## src/rtl/router_nport.sv

```systemverilog
// Packet router: steers one header/payload/parity stream into NPORTS output FIFOs,
// with invalid-address drop, parity/length checking and per-port read-timeout flush.
module router_nport #(
    parameter int DW      = 8,
    parameter int NPORTS  = 4,
    parameter int DEPTH   = 16,
    parameter int TIMEOUT = 30
) (
    input  logic                 clock,
    input  logic                 resetn,
    input  logic                 pkt_valid,
    input  logic [DW-1:0]        data_in,
    input  logic [NPORTS-1:0]    read_enb,
    output logic [NPORTS*DW-1:0] data_out,
    output logic [NPORTS-1:0]    vld_out,
    output logic                 busy,
    output logic                 error,
    output logic                 drop,
    output logic [NPORTS-1:0]    soft_rst
);

    localparam int AW = (NPORTS > 1) ? $clog2(NPORTS) : 1;
    localparam int LW = DW - AW;
    localparam int PW = $clog2(DEPTH);
    localparam int TW = $clog2(TIMEOUT + 1);

    typedef enum logic [1:0] {DECODE, LOAD_DATA, CHECK, DROP} state_t;

    state_t            state, next_state;
    logic [AW-1:0]     addr_q;
    logic [LW-1:0]     len_q;
    logic [LW-1:0]     count_q;
    logic [DW-1:0]     parity_q;
    logic              err_pending;
    logic [NPORTS-1:0] full;
    logic [NPORTS-1:0] wr_en;
    logic [AW-1:0]     hdr_addr;
    logic              hdr_ok;
    logic              hdr_accept;
    logic              pay_accept;
    logic              par_accept;
    logic              drop_set;

    assign hdr_addr = data_in[AW-1:0];
    assign hdr_ok   = (int'(hdr_addr) < NPORTS);

    always_ff @(posedge clock or negedge resetn) begin
        if (!resetn)
            state <= DECODE;
        else
            state <= next_state;
    end

    always_comb begin
        next_state = state;
        busy       = 1'b0;
        wr_en      = '0;
        hdr_accept = 1'b0;
        pay_accept = 1'b0;
        par_accept = 1'b0;
        drop_set   = 1'b0;
        case (state)
            DECODE: begin
                busy = pkt_valid & hdr_ok & full[hdr_addr];
                if (pkt_valid && !busy) begin
                    if (hdr_ok) begin
                        wr_en[hdr_addr] = 1'b1;
                        hdr_accept      = 1'b1;
                        next_state      = LOAD_DATA;
                    end else begin
                        drop_set   = 1'b1;
                        next_state = DROP;
                    end
                end
            end
            LOAD_DATA: begin
                busy = full[addr_q];
                if (!busy) begin
                    wr_en[addr_q] = 1'b1;
                    if (pkt_valid) begin
                        pay_accept = 1'b1;
                    end else begin
                        par_accept = 1'b1;
                        next_state = CHECK;
                    end
                end
            end
            CHECK: begin
                busy       = 1'b1;
                next_state = DECODE;
            end
            DROP: begin
                if (!pkt_valid)
                    next_state = DECODE;
            end
            default: next_state = DECODE;
        endcase
    end

    // The verdict is formed when the parity byte arrives and published on leaving CHECK.
    always_ff @(posedge clock or negedge resetn) begin
        if (!resetn) begin
            addr_q      <= '0;
            len_q       <= '0;
            count_q     <= '0;
            parity_q    <= '0;
            err_pending <= 1'b0;
            error       <= 1'b0;
            drop        <= 1'b0;
        end else begin
            drop <= drop_set;
            if (hdr_accept) begin
                addr_q   <= hdr_addr;
                len_q    <= data_in[DW-1:AW];
                parity_q <= data_in;
                count_q  <= '0;
                error    <= 1'b0;
            end
            if (pay_accept) begin
                parity_q <= parity_q ^ data_in;
                if (count_q != '1)
                    count_q <= count_q + 1'b1;
            end
            if (par_accept)
                err_pending <= (parity_q != data_in) | (count_q != len_q);
            if (state == CHECK)
                error <= err_pending;
        end
    end

    for (genvar k = 0; k < NPORTS; k++) begin : g_port
        logic [DW-1:0] mem [DEPTH];
        logic [PW-1:0] wr_ptr, rd_ptr;
        logic [PW:0]   cnt;
        logic [TW-1:0] tmo;
        logic [DW-1:0] dout;
        logic          srst;
        logic          vld, rd, wr, flush;

        assign vld     = (cnt != '0);
        assign full[k] = (cnt == (PW+1)'(DEPTH));
        // A flush discards any beat written on the same edge.
        assign flush   = (tmo == TW'(TIMEOUT - 1)) && vld && !read_enb[k];
        assign rd      = read_enb[k] && vld;
        assign wr      = wr_en[k] && !flush;

        assign vld_out[k]            = vld;
        assign soft_rst[k]           = srst;
        assign data_out[k*DW +: DW]  = dout;

        always_ff @(posedge clock) begin
            if (wr)
                mem[wr_ptr] <= data_in;
        end

        always_ff @(posedge clock or negedge resetn) begin
            if (!resetn) begin
                wr_ptr <= '0;
                rd_ptr <= '0;
                cnt    <= '0;
                tmo    <= '0;
                dout   <= '0;
                srst   <= 1'b0;
            end else begin
                srst <= flush;
                if (flush) begin
                    wr_ptr <= '0;
                    rd_ptr <= '0;
                    cnt    <= '0;
                    tmo    <= '0;
                end else begin
                    if (wr)
                        wr_ptr <= wr_ptr + 1'b1;
                    if (rd) begin
                        rd_ptr <= rd_ptr + 1'b1;
                        dout   <= mem[rd_ptr];
                    end
                    if (wr && !rd)
                        cnt <= cnt + 1'b1;
                    else if (rd && !wr)
                        cnt <= cnt - 1'b1;
                    if (rd || !vld)
                        tmo <= '0;
                    else
                        tmo <= tmo + 1'b1;
                end
            end
        end
    end

endmodule

```

## config.mk

```make
export PLATFORM = sky130hd
export DESIGN_NAME = router_nport
export DESIGN_NICKNAME = d
export VERILOG_FILES = /design/src/rtl/router_nport.sv
export SDC_FILE = /design/constraint.sdc
export NUM_CORES = 1
export LEC_CHECK = 0
export CAP_MARGIN = 20
export CORE_MARGIN = 5
export CORE_UTILIZATION = 50
export DETAILED_ROUTE_END_ITERATION = 10
export GPL_TIMING_DRIVEN = 0
export PLACE_DENSITY = 0.66
export SYNTH_ARGS = -nofsm -noshare
export SYNTH_HDL_FRONTEND = slang
export SYNTH_SLANG_ARGS = --single-unit
```

## constraint.sdc

```tcl
create_clock -name clock -period 9.4 [get_ports clock]
set_clock_uncertainty 0.15 [all_clocks]
set_input_delay 1.41 -clock clock [delete_from_list [all_inputs] [get_ports clock]]
set_output_delay 1.41 -clock clock [all_outputs]
set_load 0.02 [all_outputs]
```

==> impl_metrics.env, run 1 <==
export IMPL_critical_path_buf_inv_count=3
export IMPL_routed_wl_mm=56.15
export IMPL_antenna_found_initial=0
export IMPL_period_needed_ns=5.164
export IMPL_synth_area_top_cells="edfxtp_1 57%, dfrtp_1 12%, mux4_2 11%, mux2i_1 2.7%, ha_1 2.1%"
export IMPL_async_reset_ff_share_pct=20.74
export IMPL_post_cts_setup_buffers=0
export IMPL_drt_vias_per_instance=5.787
export IMPL_nets=1823
export IMPL_worst_r2r_cell_count=11
export IMPL_start_util_pct=50.39
export IMPL_crit_cells=13
export IMPL_final_setup_tns_ns=0
export IMPL_ys_flop_type="edfxtp_1"
export IMPL_startpoint_type="primary input"
export IMPL_crit_chain="buf_2 > buf_12 > buf_2 > nor4bb_1 > a32oi_1 > nor2_1 > nand3_1 > fa_1 > a21o_1 > a21oi_1 > nor4_1 > o21ai_0 > nor3b_1"
export IMPL_hold_path_class="flip-flop to flip-flop"
export IMPL_yosysTopAreaCell="edfxtp_1"
export IMPL_n_fill_cell=4075
export IMPL_avgSynthCellArea_um2=16.70
export IMPL_rsz0062_at_grt="false"
export IMPL_drt_pre_antenna_iters=5
export IMPL_cp_top_family="simple AND/OR/NAND/NOR gates"
export IMPL_grt_pass1_wl_mm=87.96
export IMPL_timing_rr_start="g_port[3].cnt[1]"
export IMPL_layoutNonFillerInstCount=2508
export IMPL_dp_cells=2385
export IMPL_clk_path_buf_depth=3
export IMPL_max_stage_delay_ns=0.57
export IMPL_syn_area_um2=27120
export IMPL_setup_viol=0
export IMPL_routedWlPerCell_um=22.39
export IMPL_crit_end="g_port[3].cnt[4]"
export IMPL_cp_slowest_cell="nor4bb_1"
export IMPL_combPwrFrac_pct=27.8
export IMPL_p_sw_share_pct=30.09
export IMPL_power_frac_seq_pct=41.7
export IMPL_synth_nets=1688
export IMPL_path_common_cell="buf_2"
export IMPL_leakage_uw=0.01097
export IMPL_path_max_fanout=37
export IMPL_synth_edf_count=512
export IMPL_ioPinCount=58
export IMPL_die_height_um=242.9
export IMPL_finalPower_uw=8744
export IMPL_routabilityCongestion=0.8068
export IMPL_cts_resized=0
export IMPL_p_sw_uw=2631
export IMPL_grt_pass1_vias=15010
export IMPL_ff_latch_area_um2=18730
export IMPL_fin_crit_sh_pct=54.94
export IMPL_cts_tree="done"
export IMPL_overflow=0
export IMPL_max_freq_mhz=193.7
export IMPL_maxCapViolations=0
export IMPL_drtIter0Drc=1087
export IMPL_portBuffers=56
export IMPL_post_route_util_pct=57.50
export IMPL_synth_seq_cells=646
export IMPL_syn_inst=1624
export IMPL_clock_sinks=646
export IMPL_die_area_um2=58990
export IMPL_drive_gt1_share_pct=16.39
export IMPL_area_growth_pct=14.11
export IMPL_power_density_nw_per_um2=282.6
export IMPL_grt_use_total_pct=19.18
export IMPL_critical_path_endpoint_type="flip-flop"
export IMPL_path_class="primary input to flip-flop"
export IMPL_yosys_warnings=0
export IMPL_clock_root_buffer="clkbuf_16"
export IMPL_vias=14510
export IMPL_ys_seq_area_share_pct=69.06
export IMPL_r2r_end="g_port[3].cnt[4]"
export IMPL_relSlewSlack_pct=39.95
export IMPL_cts_buffers=67
export IMPL_grt_max_degree=77
export IMPL_yosys_cell_types_count=68
export IMPL_clk_pin_slew_ns=0.06
export IMPL_cp_startpoint="data_in[0]"
export IMPL_synth_top_area_share_pct=56.70
export IMPL_status="complete, no violations"
export IMPL_core_um2=53810
export IMPL_multi_input_area_um2=7910
export IMPL_rows=85
export IMPL_maxSlewViolCount=0
export IMPL_pwr_share_clk_pct=30.5
export IMPL_detailed_place_hpwl_mm=36.32
export IMPL_fp_dieW_um=242.9
export IMPL_ctsHtreeMaxLevel=3
export IMPL_rrSetupSlack_ns=5.09
export IMPL_hold_buffers=0
export IMPL_remaining_drc_errors=0
export IMPL_required_ns=9.74
export IMPL_antenna_left=0
export IMPL_power_internal_uw=6113
export IMPL_tightest_slew_ns=0.9008
export IMPL_final_hold_violation_count=0
export IMPL_diodes=0
export IMPL_clock_latency_ns=0.59
export IMPL_critPathArrivalTime_ns=5.50
export IMPL_vdd_ir_drop_max_v=0.0001545
==> layout make-up <==
class | instances | share of cell area (%)
Inverter | 31 | 0.3760
Clock inverter | 29 | 0.9987
Buffer | 78 | 1.173
Multi-Input combinational cell | 869 | 25.56
Timing Repair Buffer | 66 | 2.317
Sequential cell | 646 | 60.52
Tap cell | 696 | 2.814
Clock buffer | 93 | 6.235
==> registers in the layout, indices dropped and copies added, names as in the netlist, 8 cells and up <==
name and flops:
g_port.mem 512, g_port.wr_ptr 16, parity_q 8, g_port.dout 32
g_port.cnt 20, g_port.rd_ptr 16, g_port.tmo 20
==> per-stage QoR <==
| step | hold slack [ns] | worst slack, ns | area [µm²] |
|---|---|---|---|
| floorplan | 0.3083 | 5.176 | 27120 |
| global placement | 0.3214 | 0.6269 | 28550 |
| detailed placement | 0.3320 | 3.711 | 28700 |
| CTS | 0.3446 | 4.318 | 30940 |
| global route | 0.3631 | 3.917 | 30940 |
| finish | 0.3414 | 4.236 | 30940 |
==> placed cells by master (no fill, tap or decap), drive strengths merged, types with 5 or more instances in the layout <==
cell / instances
edfxtp: 512
dfrtp: 134
clkbuf: 131
mux4: 128
nor2: 101
nand2: 79
mux2i: 73
nor3: 66
buf: 59
and2: 57
clkdlybuf4s50: 47
a21oi: 46
ha: 45
nand3: 41
a211o: 33
inv: 33
xor2: 32
xnor2: 24
o21ai: 24
clkinv: 16
nand4: 10
nor4: 10
nor3b: 9
a21boi: 9
and3: 8
nand2b: 6
a21o: 6
bufinv: 6
clkinvlp: 5
o22ai: 5
==> layer usage <==
layer,wire length (µm),track usage (%)
met1,24550,26.42
met2,27980,32.07
met3,2422,3.025
met4,1194,5.741
met5,0,0
==> synth_stat cells, types with 3 or more instances <==
cell and instances:
buf_2 20, mux4_2 128, a211o_1 33, xor2_1 32, or3_1 3, nand4_1 10
a21boi_0 6, and2_1 57, and3_1 8, nor4_1 10, a22oi_1 3, buf_4 10
nor3b_1 8, xnor2_1 24, edfxtp_1 512, buf_1 10, clkbuf_1 37, nand2b_1 6
fa_1 4, o21ai_0 22, nand2_1 79, mux2i_1 73, ha_1 45, or4_1 4
nor3_1 64, a21oi_1 43, nor2_1 100, o211a_1 3, o22a_1 4, a21oi_2 3
nand3b_1 4, dfrtp_1 134, nand3_1 41, a22o_1 3, inv_1 30, o22ai_1 4
a21o_1 6, a21boi_1 3, nor4b_1 3
==> power groups by stage <==
| stage | Combinational, µW | Sequential, µW | Clock [µW] |
|---|---|---|---|
| floorplan | 1650 | 3710 | 0 |
| finish | 2430 | 3650 | 2670 |
| global placement | 2400 | 3690 | 0 |
| global route | 2670 | 3680 | 2850 |
| detailed placement | 2450 | 3700 | 0 |
| CTS | 2470 | 3650 | 2720 |
==> kinds of logic (layout without fill, tap and decap cells) <==
kind of cell	Yosys count	after routing	synth area share [%]
buffers and inverters	109	297	1.767
xor gates and xnor gates	56	56	1.809
other	1	1	0.01383
adders and majority gates	49	49	2.372
DFF	646	646	69.06
and+or+nand+nor	412	412	7.650
AOI/OAI and AO/OA	148	148	3.917
muxes	203	203	13.41
==> worst min-delay path by stage <==
| stage | from | endpoint | depth (start not counted) |
|---|---|---|---|
| finish | g_port[3].tmo[0] | g_port[3].tmo[0] | 1 |
| detailed placement | len_q[5] | len_q[5] | 2 |
| global route | g_port[3].dout[2] | g_port[3].dout[2] | 1 |
| CTS | g_port[0].tmo[0] | g_port[0].tmo[0] | 1 |
| global placement | len_q[0] | len_q[0] | 2 |
| floorplan | len_q[0] | len_q[0] | 2 |
Note: power is estimated with default switching activity, not from simulation.
==> run 2: changes to the inputs <==
Clock period 9.4 ns to 5.25 ns, I/O delays scaled along.
==> results of run 2 <==
The final DEF is identical to that of run 1. Status: complete, no violations.
Among the figures that moved: setup slack after placement 3.711 ns -> 0.1833 ns; setup slack after layout 4.236 ns -> 0.7086 ns; hold slack 0.3414 ns -> 0.1110 ns; register-to-register setup slack 5.09 ns -> 0.94 ns; total power 8744 µW -> 15660 µW; worst IR drop on VDD 0.0001545 V -> 0.0002767 V
